## config.mk

```make
export PLATFORM = sky130hd
export DESIGN_NAME = rsa_io_ctrl_flat
export DESIGN_NICKNAME = d
export VERILOG_FILES = /design/src/rtl/rsa_io_if.sv /design/src/rtl/rsa_io_ctrl.sv /design/src/flat_wrapper.sv
export SDC_FILE = /design/constraint.sdc
export NUM_CORES = 1
export LEC_CHECK = 0
export BUFFER_PORTS_ARGS = -buffer_cell sky130_fd_sc_hd__buf_2
export CAP_MARGIN = 30
export CORE_MARGIN = 3
export CORE_UTILIZATION = 46
export CTS_CLUSTER_DIAMETER = 100
export DETAILED_ROUTE_END_ITERATION = 12
export PLACE_DENSITY = 0.79
export SLEW_MARGIN = 20
export SYNTH_ARGS = -nofsm -noshare
export SYNTH_HDL_FRONTEND = slang
export SYNTH_SLANG_ARGS = --single-unit
```

## constraint.sdc

```tcl
create_clock -name clk -period 7.3 [get_ports clk]
set_input_delay 0.365 -clock clk [delete_from_list [all_inputs] [get_ports clk]]
set_output_delay 0.365 -clock clk [all_outputs]
set_load 0.02 [all_outputs]
```

## src/rtl/rsa_io_if.sv

```systemverilog
// rsa_io_if: host word bus plus exponentiation-core handshake for rsa_io_ctrl.
interface rsa_io_if #(
   parameter int KEY_W = 64,
   parameter int BUS_W = 32
);
   logic clr, wr_en, rd_en, ready, busy, io_end, err, core_start, core_done;
   logic [BUS_W-1:0] wr_data, rd_data;
   logic [KEY_W-1:0] core_base, core_exp, core_mod, core_result;
   modport master (
      output clr, wr_en, wr_data, rd_en, core_done, core_result,
      input  rd_data, ready, busy, io_end, err, core_start, core_base, core_exp, core_mod
   );
   modport slave (
      input  clr, wr_en, wr_data, rd_en, core_done, core_result,
      output rd_data, ready, busy, io_end, err, core_start, core_base, core_exp, core_mod
   );
endinterface

```

## src/rtl/rsa_io_ctrl.sv

```systemverilog
// rsa_io_ctrl: word-serial operand loader and result reader around the modexp core.
// Define RSA_IO_MODCHK_EN to reject even or sub-3 moduli through the ERR state.
module rsa_io_ctrl #(
   parameter int KEY_W = 64,
   parameter int BUS_W = 32
) (
   input logic clk,
   input logic rst,
   rsa_io_if.slave io
);
   localparam int WORDS = KEY_W / BUS_W;
   localparam int WW = $clog2(3 * WORDS + 1);
   localparam int RW = $clog2(WORDS + 1);
`ifdef RSA_IO_MODCHK_EN
   typedef enum logic [2:0] {IDLE, START, BUSY, DONE, ERR} state_t;
`else
   typedef enum logic [2:0] {IDLE, START, BUSY, DONE} state_t;
`endif
   state_t state, nxt;
   logic [WW-1:0] wcnt;
   logic [RW-1:0] rcnt;
   logic [WORDS-1:0][BUS_W-1:0] base_w, exp_w, mod_w, res_w;
   logic wr_ok, wr_last, rd_ok, rd_last;
   assign wr_ok = state == IDLE && io.wr_en;
   assign wr_last = wr_ok && wcnt == WW'(3 * WORDS - 1);
   assign rd_ok = state == DONE && io.rd_en;
   assign rd_last = rd_ok && rcnt == RW'(WORDS - 1);
`ifdef RSA_IO_MODCHK_EN
   // modulus as it will look once the word on the bus lands
   logic [WORDS-1:0][BUS_W-1:0] mod_nx;
   logic mod_bad;
   always_comb begin
      mod_nx = mod_w;
      mod_nx[WORDS-1] = io.wr_data;
   end
   assign mod_bad = !mod_nx[0][0] || mod_nx < KEY_W'(3);
   assign io.err = state == ERR;
`else
   assign io.err = 1'b0;
`endif
   always_ff @(posedge clk or posedge rst)
      if (rst) state <= IDLE;
      else state <= nxt;
   always_comb begin
      nxt = state;
      case (state)
`ifdef RSA_IO_MODCHK_EN
         IDLE: nxt = wr_last ? (mod_bad ? ERR : START) : IDLE;
`else
         IDLE: nxt = wr_last ? START : IDLE;
`endif
         START: nxt = BUSY;
         BUSY: nxt = io.core_done ? DONE : BUSY;
         DONE: nxt = rd_last ? IDLE : DONE;
         default: nxt = state;
      endcase
      if (io.clr) nxt = IDLE;
   end
   always_ff @(posedge clk or posedge rst)
      if (rst) begin
         wcnt <= '0;
         rcnt <= '0;
         base_w <= '0;
         exp_w <= '0;
         mod_w <= '0;
         res_w <= '0;
      end else if (io.clr) begin
         wcnt <= '0;
         rcnt <= '0;
      end else begin
         if (wr_ok) wcnt <= wr_last ? '0 : wcnt + WW'(1);
         if (rd_ok) rcnt <= rd_last ? '0 : rcnt + RW'(1);
         for (int i = 0; i < WORDS; i++) begin
            if (wr_ok && wcnt == WW'(i)) base_w[i] <= io.wr_data;
            if (wr_ok && wcnt == WW'(WORDS + i)) exp_w[i] <= io.wr_data;
            if (wr_ok && wcnt == WW'(2 * WORDS + i)) mod_w[i] <= io.wr_data;
         end
         if (state == BUSY && io.core_done) res_w <= io.core_result;
      end
   always_comb begin
      io.rd_data = '0;
      for (int i = 0; i < WORDS; i++)
         if (rcnt == RW'(i)) io.rd_data = res_w[i];
   end
   // an abort landing on the launch cycle must not reach the core
   assign io.core_start = state == START && !io.clr;
   assign io.ready = state == IDLE;
   assign io.busy = state == START || state == BUSY;
   assign io.io_end = state == DONE;
   assign io.core_base = base_w;
   assign io.core_exp = exp_w;
   assign io.core_mod = mod_w;
endmodule

```

## src/flat_wrapper.sv

```systemverilog
// flat-port wrapper written by rule: the top's interface ports become plain ports
module rsa_io_ctrl_flat 
#(
   parameter int KEY_W = 64,
   parameter int BUS_W = 32
)
  (clk, rst, io_clr, io_wr_en, io_wr_data, io_rd_en, io_core_done, io_core_result, io_rd_data, io_ready, io_busy, io_io_end, io_err, io_core_start, io_core_base, io_core_exp, io_core_mod);
  rsa_io_if #(.KEY_W(KEY_W), .BUS_W(BUS_W)) io_i ();
  input logic clk;
  input logic rst;
  input wire logic [$bits(io_i.clr)-1:0] io_clr;
  input wire logic [$bits(io_i.wr_en)-1:0] io_wr_en;
  input wire logic [$bits(io_i.wr_data)-1:0] io_wr_data;
  input wire logic [$bits(io_i.rd_en)-1:0] io_rd_en;
  input wire logic [$bits(io_i.core_done)-1:0] io_core_done;
  input wire logic [$bits(io_i.core_result)-1:0] io_core_result;
  output wire logic [$bits(io_i.rd_data)-1:0] io_rd_data;
  output wire logic [$bits(io_i.ready)-1:0] io_ready;
  output wire logic [$bits(io_i.busy)-1:0] io_busy;
  output wire logic [$bits(io_i.io_end)-1:0] io_io_end;
  output wire logic [$bits(io_i.err)-1:0] io_err;
  output wire logic [$bits(io_i.core_start)-1:0] io_core_start;
  output wire logic [$bits(io_i.core_base)-1:0] io_core_base;
  output wire logic [$bits(io_i.core_exp)-1:0] io_core_exp;
  output wire logic [$bits(io_i.core_mod)-1:0] io_core_mod;
  assign io_i.clr = io_clr;
  assign io_i.wr_en = io_wr_en;
  assign io_i.wr_data = io_wr_data;
  assign io_i.rd_en = io_rd_en;
  assign io_i.core_done = io_core_done;
  assign io_i.core_result = io_core_result;
  assign io_rd_data = io_i.rd_data;
  assign io_ready = io_i.ready;
  assign io_busy = io_i.busy;
  assign io_io_end = io_i.io_end;
  assign io_err = io_i.err;
  assign io_core_start = io_i.core_start;
  assign io_core_base = io_i.core_base;
  assign io_core_exp = io_i.core_exp;
  assign io_core_mod = io_i.core_mod;
  rsa_io_ctrl #(.KEY_W(KEY_W), .BUS_W(BUS_W)) u_core (.clk(clk), .rst(rst), .io(io_i));
endmodule
```

==> impl_metrics.env, run 1 <==
export IMPL_num_rows=54
export IMPL_powerDensity_nw_per_um2=305
export IMPL_r2r_start="u_core.state[1]"
export IMPL_reg2reg_depth=6
export IMPL_required_ns=7.72
export IMPL_grt_max_degree=71
export IMPL_num_vias=6847
export IMPL_setup_tns_ns=0
export IMPL_r2r_setup_slack_ns=4.65
export IMPL_max_slew_margin_pct=40.6
export IMPL_cts_sinks=263
export IMPL_dp_cells=1257
export IMPL_fp_dieArea_um2=24800
export IMPL_drtPass1Iterations=4
export IMPL_die_h_um=157
export IMPL_synth_nets=785
export IMPL_finalNetCount=1119
export IMPL_path_cells="inv_1 -> ha_1 -> nand2_4 -> nor3_4 -> buf_4 -> mux2_2"
export IMPL_htree_levels=1
export IMPL_hold_start="io_core_result[59]"
export IMPL_crit_path_max_fanout=22
export IMPL_drc_errors=0
export IMPL_worstHoldPathCells=2
export IMPL_drv_cap=0
export IMPL_critPathLaunchType="flop"
export IMPL_whs_endpoint="u_core.res_w[59]"
export IMPL_holdWs_ns=0.0517
export IMPL_post_cts_buffers=0
export IMPL_cts_repair_resized=0
export IMPL_drtAntennaViolNets=0
export IMPL_post_route_min_period_ns=2.65
export IMPL_design_area_um2=13300
export IMPL_r2r_end="u_core.io.core_mod[40]"
export IMPL_layout_cells_non_filler=1309
export IMPL_synth_edf_count=0
export IMPL_p_leak_nw=7.12
export IMPL_netlist_area_um2=10500
export IMPL_tightest_slew_ns=0.891
export IMPL_outcome="complete, no violations"
export IMPL_cts_root_buf="clkbuf_16"
export IMPL_n_fill_cell=1746
export IMPL_grt_ovfl_total=0
export IMPL_synth_area_leaders="dfrtp_1 62%, mux2_2 27%, mux2i_1 3.0%"
export IMPL_portBuffers=329
export IMPL_ys_seq_elements=263
export IMPL_avgSynthCellArea_um2=15.7
export IMPL_arrival_ns=3.07
export IMPL_setup_violations=0
export IMPL_min_path_type="in2reg"
export IMPL_yosys_area_top_type="dfrtp_1"
export IMPL_hpwlAfterDp_um=18300
export IMPL_critPathSlowestCell="nor3_4"
export IMPL_gp_congestion=0.783
export IMPL_area_growth_syn_to_layout_pct=26.5
export IMPL_synth_top_area_share_pct=62.4
export IMPL_path_clk_slew_ns=0.06
export IMPL_synth_ff_type="dfrtp_1"
export IMPL_grt_pass1_wl_um=40600
export IMPL_ys_async_sr_fraction_pct=100
export IMPL_grt_total_usage_pct=20.6
export IMPL_critPathKind="reg2reg"
export IMPL_vias_per_cell=5.23
export IMPL_clk_path_buf_depth=3
export IMPL_multiInputGateArea_um2=3720
export IMPL_drive_gt1_share_pct=62.8
export IMPL_totalWireLength_um=26300
export IMPL_cts_tree="built"
export IMPL_ir_drop_v=0.000188
export IMPL_initial_core_util_pct=47.6
export IMPL_numCtsBuffers=27
export IMPL_synthDistinctLibCells=31
export IMPL_ioPinCount=331
export IMPL_ys_top_cells_by_count="263 x dfrtp_1, 249 x mux2_2, 34 x nor2_1"
export IMPL_clk_latency_ns=0.54
export IMPL_antenna_found_initial=4
export IMPL_max_stage_delay_ns=0.55
export IMPL_drt_iter0_drc=314
export IMPL_core_um2=22200
export IMPL_fmax_ghz=0.377
export IMPL_place_area_um2=12400
export IMPL_ys_warn_count=0
export IMPL_critPathCaptureType="flop"
export IMPL_die_w_um=157
export IMPL_routedWlPerCell_um=20.1
export IMPL_rsz0062_at_grt="false"
export IMPL_grt_pass1_vias=7089
export IMPL_synth_most_common_cell="dfrtp_1"
export IMPL_seq_area_um2=6580
export IMPL_min_period_over_period_pct=36.3
export IMPL_hold_viol=0
export IMPL_finalClockSkew_ns=0.0133
export IMPL_synthCells=673
export IMPL_drv_slew=0
export IMPL_seq_area_frac_synth_pct=62.4
[worst max-delay path, delay by kind of cell, from the launching register on]
kind | cells | cell delay, ns
adders and majority gates | 1 | 0.37
buffers and inverters | 2 | 0.58
DFF | 1 | 0.42
muxes | 1 | 0.39
and+or+nand+nor | 2 | 0.74
[per-layer routing]
layer  global-route usage, %  vias to the layer above  wire [µm]
met3                    6.21                       47       2140
met4                    5.00                        4        590
li1                        -                     3048          -
met5                       0                        -         27
met1                    25.9                     3497      10600
met2                    35.3                      251      12900
[cell type report]
class | count | share of cell area [%]
Sequential cell | 263 | 49.4
Multi-Input combinational cell | 365 | 27.9
Timing Repair Buffer | 343 | 13.2
Clock buffer | 35 | 5.67
Tap cell | 280 | 2.63
Clock inverter | 14 | 0.919
Inverter | 7 | 0.225
Antenna cell | 2 | 0.0375
[worst max-delay path by stage]
| stage | endpoint | cells past startpoint | slack (ns) | startpoint |
|---|---|---|---|---|
| 2_1_floorplan | u_core.io.core_base[0] | 1 | 3.47 | rst |
| 3_5_place_dp | u_core.io.core_mod[47] | 6 | 4.68 | u_core.state[1] |
| 3_3_place_gp | u_core.io.core_mod[39] | 6 | 4.79 | u_core.state[1] |
| 6_report | u_core.io.core_mod[40] | 6 | 4.65 | u_core.state[1] |
| 4_1_cts | u_core.io.core_mod[40] | 6 | 4.67 | u_core.state[1] |
| 5_1_grt | u_core.io.core_mod[36] | 6 | 4.52 | u_core.state[1] |
[registers in the layout, indices dropped and copies added, names as in the netlist]
name / flops
u_core.io.core_exp: 64
u_core.state: 2
u_core.io.core_base: 64
u_core.wcnt: 3
u_core.rcnt: 2
u_core.io.core_mod: 64
u_core.res_w: 64
[cell usage in the layout (no fill, tap or decap), drive strengths merged]
| master | n |
|---|---|
| bufinv | 1 |
| a32o | 1 |
| or3b | 1 |
| nor4b | 2 |
| a311oi | 1 |
| nand4 | 3 |
| nand4b | 1 |
| clkinv | 10 |
| nor2b | 2 |
| o311ai | 1 |
| nor3b | 1 |
| o21ai | 1 |
| or4 | 1 |
| xor2 | 1 |
| nor2 | 34 |
| dfrtp | 263 |
| nor3 | 1 |
| a21oi | 4 |
| a221o | 1 |
| ha | 10 |
| inv | 7 |
| mux2 | 256 |
| nand3b | 2 |
| dlygate4sd3 | 1 |
| conb | 1 |
| clkbuf | 35 |
| clkinvlp | 3 |
| mux2i | 32 |
| buf | 342 |
| diode | 2 |
| nand2 | 7 |
| nor4 | 1 |
[kinds of logic (layout without fill, tap and decap cells)]
group / Yosys count / after routing / synth area share, %
muxes: 288 / 288 / 30.4
DFF: 263 / 263 / 62.4
and+or+nand+nor: 56 / 56 / 2.93
buffers and inverters: 45 / 399 / 2.34
adders and majority gates: 10 / 10 / 1.19
AOI/OAI and AO/OA: 9 / 9 / 0.594
other: 1 / 3 / 0.0356
xor gates and xnor gates: 1 / 1 / 0.0831
[timing repair]
| action | in CTS | in global routing |
|---|---|---|
| setup endpoints to repair | 0 | 0 |
| hold buffers | 1 | 0 |
| hold endpoints to repair | 12 | 0 |
[report_power, final]
| group | internal, mW | switching [mW] | total [mW] |
|---|---|---|---|
| clock network | 0.770 | 0.572 | 1.34 |
| logic | 0.359 | 0.546 | 0.906 |
| registers | 1.70 | 0.122 | 1.82 |
| total | 2.83 | 1.24 | 4.07 |
[metrics by stage]
step	setup slack (ns)	util, %	total power, mW
after global placement	4.79	56.1	2.73
after detailed placement	4.68	56.2	2.76
after global routing	4.52	60.2	4.25
after CTS	4.67	60.2	4.12
after floorplan	3.47	-	2.38
final	4.65	60.2	4.07
Power figures use the tool's default switching activity.
==> inputs of run 2 (changes only) <==
Clock period 7.3 ns to 2.3 ns, I/O delays scaled along.
==> run 2 against run 1 <==
  * Worst hold slack better by 0.031 ns
  * Critical path depth down 2
  * Global-route usage up 1.7 points
  * Sequential cell count unchanged
==> impl_metrics.env, run 2 (same netlist as run 1, synthesis figures left out) <==
export IMPL_outcome="complete, no violations"
export IMPL_vias_per_cell=5.20
export IMPL_power_mw=13.4
export IMPL_drive_gt1_share_pct=57.2
export IMPL_path_buf_inv=2
export IMPL_layout_commonest_cell="buf_2"
export IMPL_critPathLaunch="u_core.rcnt[0]"
export IMPL_drv_cap=0
export IMPL_fp_dieArea_um2=24800
export IMPL_drc_errors=0
export IMPL_p_leak_nw=7.63
export IMPL_grt_total_usage_pct=22.3
export IMPL_critPathCaptureType="primary output"
export IMPL_critPathKind="reg2out"
export IMPL_clk_latency_ns=0.53
export IMPL_arrival_ns=1.94
export IMPL_grt_pass1_vias=7992
export IMPL_die_h_um=157
export IMPL_powerDensity_nw_per_um2=923
export IMPL_max_stage_delay_ns=0.51
export IMPL_reg2reg_depth=6
export IMPL_place_area_um2=12600
export IMPL_totalWireLength_um=28500
export IMPL_hold_viol=0
export IMPL_ioPinCount=331
export IMPL_post_route_min_period_ns=2.05
export IMPL_clk_path_buf_depth=3
export IMPL_core_um2=22200
export IMPL_drtAntennaViolNets=0
export IMPL_area_growth_syn_to_layout_pct=38.1
export IMPL_rsz0062_at_grt="false"
export IMPL_cts_root_buf="clkbuf_16"
export IMPL_drv_slew=0
export IMPL_htree_levels=1
export IMPL_num_rows=54
export IMPL_r2r_end="u_core.io.core_base[36]"
export IMPL_crit_path_max_fanout=17
export IMPL_crit_family="buffers and inverters"
export IMPL_fin_util_pct=65.7
export IMPL_post_cts_buffers=0
export IMPL_initial_core_util_pct=47.6
export IMPL_drt_iter0_drc=322
export IMPL_num_vias=7346
export IMPL_place_ws_ns=0.283
export IMPL_numCtsBuffers=27
export IMPL_path_clk_slew_ns=0.06
export IMPL_hpwlAfterDp_um=18300
export IMPL_die_w_um=157
export IMPL_setup_violations=0
export IMPL_grt_max_degree=123
export IMPL_finalClockSkew_ns=0.0106
export IMPL_cts_repair_resized=0
export IMPL_antenna_found_initial=1
export IMPL_critPathSlowestCell="dfrtp_2"
export IMPL_finalNetCount=1225
export IMPL_r2r_setup_slack_ns=0.27
export IMPL_cts_sinks=263
export IMPL_drtPass1Iterations=4
export IMPL_gp_congestion=0.816
export IMPL_min_period_over_period_pct=89.1
export IMPL_ir_drop_v=0.000617
export IMPL_critPathLaunchType="flop"
export IMPL_min_path_type="in2async"
export IMPL_routedWlPerCell_um=20.2
export IMPL_mostFrequentLayoutCells="329 x buf_2, 262 x dfrtp_1, 249 x mux2_2"
export IMPL_tightest_slew_ns=0.698
export IMPL_cts_tree="built"
export IMPL_grt_ovfl_total=0
export IMPL_grt_pass1_wl_um=43800
export IMPL_max_slew_margin_pct=53.5
export IMPL_path_cells="buf_4 -> mux2i_1 -> nor2_1 -> buf_2"
export IMPL_timing_final_ws_setup_ns=0.250
export IMPL_portBuffers=329
export IMPL_required_ns=2.18
export IMPL_r2r_start="u_core.state[1]"
export IMPL_fmax_ghz=0.488
export IMPL_design_area_um2=14600
-- run 2: repair_timing --
| item | in CTS | in global routing |
|---|---|---|
| hold buffers | 102 | 0 |
| endpoints found under the setup margin | 0 | 0 |
| hold endpoints to repair | 421 | 0 |
-- run 2: worst max-delay path by stage --
stage,to,slack [ns],cells after the start
finish,io_rd_data[0],0.25,4
global route,io_rd_data[0],0.12,4
CTS,io_rd_data[0],0.22,4
detailed placement,u_core.io.core_base[56],0.28,6
global placement,u_core.io.core_base[53],0.36,6
floorplan,u_core.io.core_base[0],-1.28,1
-- run 2: cell type report --
type / instances / area, µm²
Timing Repair Buffer: 449 / 2920
Inverter: 7 / 30.0
Clock buffer: 39 / 791
Fill cell: 1517 / 7600
Clock inverter: 10 / 164
Sequential cell: 263 / 6580
Tap cell: 280 / 350
Antenna cell: 1 / 2.50
Multi-Input combinational cell: 365 / 3720
-- run 2: power breakdown --
part / total, mW / switching (mW) / internal (mW)
Sequential: 5.80 / 0.410 / 5.39
Combinational: 3.04 / 1.77 / 1.27
Clock: 4.61 / 1.77 / 2.84
-- run 2: tightest hold or removal path, stage by stage --
cell and delay [ns]:
dlygate4sd3_1 0.53, buf_2 0.13, clkinvlp_4 0.21
-- run 2: metrics by stage --
stage                     setup TNS, ns  hold slack (ns)  instances
after floorplan                 -337.83            0.216        673
after global placement                0           0.0802       1262
after detailed placement              0           0.0812       1262
after CTS                             0           0.0603       1413
after global routing                  0           0.0999       1414
final                                 0           0.0823       1414
-- run 2: routing by layer --
| layer | GRT usage, % | wire length [µm] | vias to the layer above |
|---|---|---|---|
| met1 | 26.3 | 11100 | 3730 |
| li1 | - | - | 3266 |
| met4 | 6.36 | 671 | 0 |
| met2 | 40.6 | 14600 | 296 |
| met5 | 0 | 0 | - |
| met3 | 5.50 | 2150 | 54 |
==> inputs of run 3 (changes only) <==
Settings changed: RECOVER_POWER set to 25.
==> run 3 against run 2 <==
  * Critical path depth did not move
  * Register-to-register slack barely moved
  * Critical endpoint unchanged
  * Design area fell by 0.25%
  * Non-clock buffer count did not move
==> impl_metrics.env, run 3 (same netlist as run 1, synthesis figures left out) <==
export IMPL_outcome="complete, no violations"
export IMPL_place_area_um2=12600
export IMPL_powerDensity_nw_per_um2=925
export IMPL_layout_commonest_cell="buf_2"
export IMPL_critPathKind="reg2out"
export IMPL_r2r_start="u_core.state[1]"
export IMPL_drive_gt1_share_pct=57.1
export IMPL_cts_repair_resized=0
export IMPL_num_vias=7334
export IMPL_routedWlPerCell_um=20.2
export IMPL_clk_latency_ns=0.53
export IMPL_drv_slew=0
export IMPL_post_route_min_period_ns=2.04
export IMPL_grt_total_usage_pct=22.3
export IMPL_design_area_um2=14500
export IMPL_fmax_ghz=0.491
export IMPL_initial_core_util_pct=47.6
export IMPL_max_slew_margin_pct=2.54
export IMPL_place_ws_ns=0.283
export IMPL_critPathLaunchType="flop"
export IMPL_totalWireLength_um=28500
export IMPL_n_fill_cell=1522
export IMPL_post_cts_buffers=0
export IMPL_die_h_um=157
export IMPL_grt_ovfl_total=0
export IMPL_cts_sinks=263
export IMPL_numCtsBuffers=27
export IMPL_fp_dieArea_um2=24800
export IMPL_path_clk_slew_ns=0.06
export IMPL_cts_root_buf="clkbuf_16"
export IMPL_area_growth_syn_to_layout_pct=37.8
export IMPL_p_leak_nw=7.62
export IMPL_hold_viol=0
export IMPL_rsz0062_at_grt="false"
export IMPL_vias_per_cell=5.19
export IMPL_num_rows=54
export IMPL_min_period_over_period_pct=88.5
export IMPL_tightest_slew_ns=1.46
export IMPL_r2r_setup_slack_ns=0.27
export IMPL_finalNetCount=1225
export IMPL_htree_levels=1
export IMPL_drt_iter0_drc=397
export IMPL_die_w_um=157
export IMPL_grt_pass1_vias=7992
export IMPL_reg2reg_depth=6
export IMPL_antenna_found_initial=1
export IMPL_grt_max_degree=123
export IMPL_r2r_end="u_core.io.core_base[36]"
export IMPL_drc_errors=0
export IMPL_power_mw=13.4
export IMPL_mostFrequentLayoutCells="330 x buf_2, 262 x dfrtp_1, 249 x mux2_2"
export IMPL_crit_path_max_fanout=17
export IMPL_ioPinCount=331
export IMPL_core_um2=22200
export IMPL_portBuffers=329
export IMPL_clk_path_buf_depth=3
export IMPL_hpwlAfterDp_um=18300
export IMPL_timing_final_ws_setup_ns=0.264
export IMPL_drv_cap=0
export IMPL_arrival_ns=1.92
export IMPL_ir_drop_v=0.000619
export IMPL_grt_pass1_wl_um=43800
export IMPL_gp_congestion=0.816
export IMPL_critPathCaptureType="primary output"
export IMPL_min_path_type="in2async"
export IMPL_setup_violations=0
export IMPL_drtPass1Iterations=4
export IMPL_drtAntennaViolNets=0
export IMPL_required_ns=2.18
export IMPL_cts_tree="built"
export IMPL_finalClockSkew_ns=0.0102
==> run 3: cell count changes in the layout (fill, tap and decap cells not counted), sizes merged <==
cell    previous run  this run
buf              347       345
clkbuf            39        41
==> run 3: worst max-delay path, cell delays in order (launching register included) <==
cell     delay [ns]
dfrtp_2        0.51
buf_4          0.35
mux2i_1        0.26
nor2_1         0.08
buf_2          0.18
==> run 3: how the worst max path moves through the flow <==
| stage | startpoint | slack [ns] | endpoint | depth (start not counted) |
|---|---|---|---|---|
| finish | u_core.rcnt[0] | 0.26 | io_rd_data[0] | 4 |
| global route | rst | 0.08 | u_core.res_w[61] | 4 |
| CTS | u_core.rcnt[0] | 0.22 | io_rd_data[0] | 4 |
| detailed placement | u_core.state[1] | 0.28 | u_core.io.core_base[56] | 6 |
| global placement | u_core.state[1] | 0.36 | u_core.io.core_base[53] | 6 |
| floorplan | rst | -1.28 | u_core.io.core_base[0] | 1 |
==> run 3: per-stage QoR <==
stage	std cells	hold WS (ns)	TNS, ns	util [%]
after floorplan	673	0.216	-337.83	-
after global placement	1262	0.0802	0	56.8
after detailed placement	1262	0.0812	0	56.8
after CTS	1413	0.0603	0	65.7
after global routing	1414	0.139	0	65.5
final	1414	0.105	0	65.5
==> run 3: cell type report <==
| cell class | count | area, µm² | share of cell area, % |
|---|---|---|---|
| clock inverter | 10 | 164 | 1.13 |
| multi-input combinational | 365 | 3720 | 25.6 |
| antenna | 1 | 2.50 | 0.0172 |
| timing repair buffer | 449 | 2880 | 19.8 |
| sequential | 263 | 6580 | 45.3 |
| clock buffer | 39 | 791 | 5.44 |
| inverter | 7 | 27.5 | 0.190 |
| tap | 280 | 350 | 2.41 |
==> run 3: what timing repair did <==
| item | CTS | global route |
|---|---|---|
| hold buffers | 102 | 0 |
| setup endpoints to repair | 0 | 0 |
| hold endpoints to repair | 421 | 0 |
==> run 3: per-layer routing <==
layer	part of all wire, %	track usage (%)
met1	39	26.3
met2	51	40.6
met3	7.6	5.50
met4	2.3	6.36
met5	0	0
==> run 3: power by group <==
| group | internal, mW | leakage [nW] | switching [mW] |
|---|---|---|---|
| clock network | 2.84 | 0.467 | 1.77 |
| registers | 5.39 | 3.47 | 0.411 |
| logic | 1.26 | 3.68 | 1.77 |
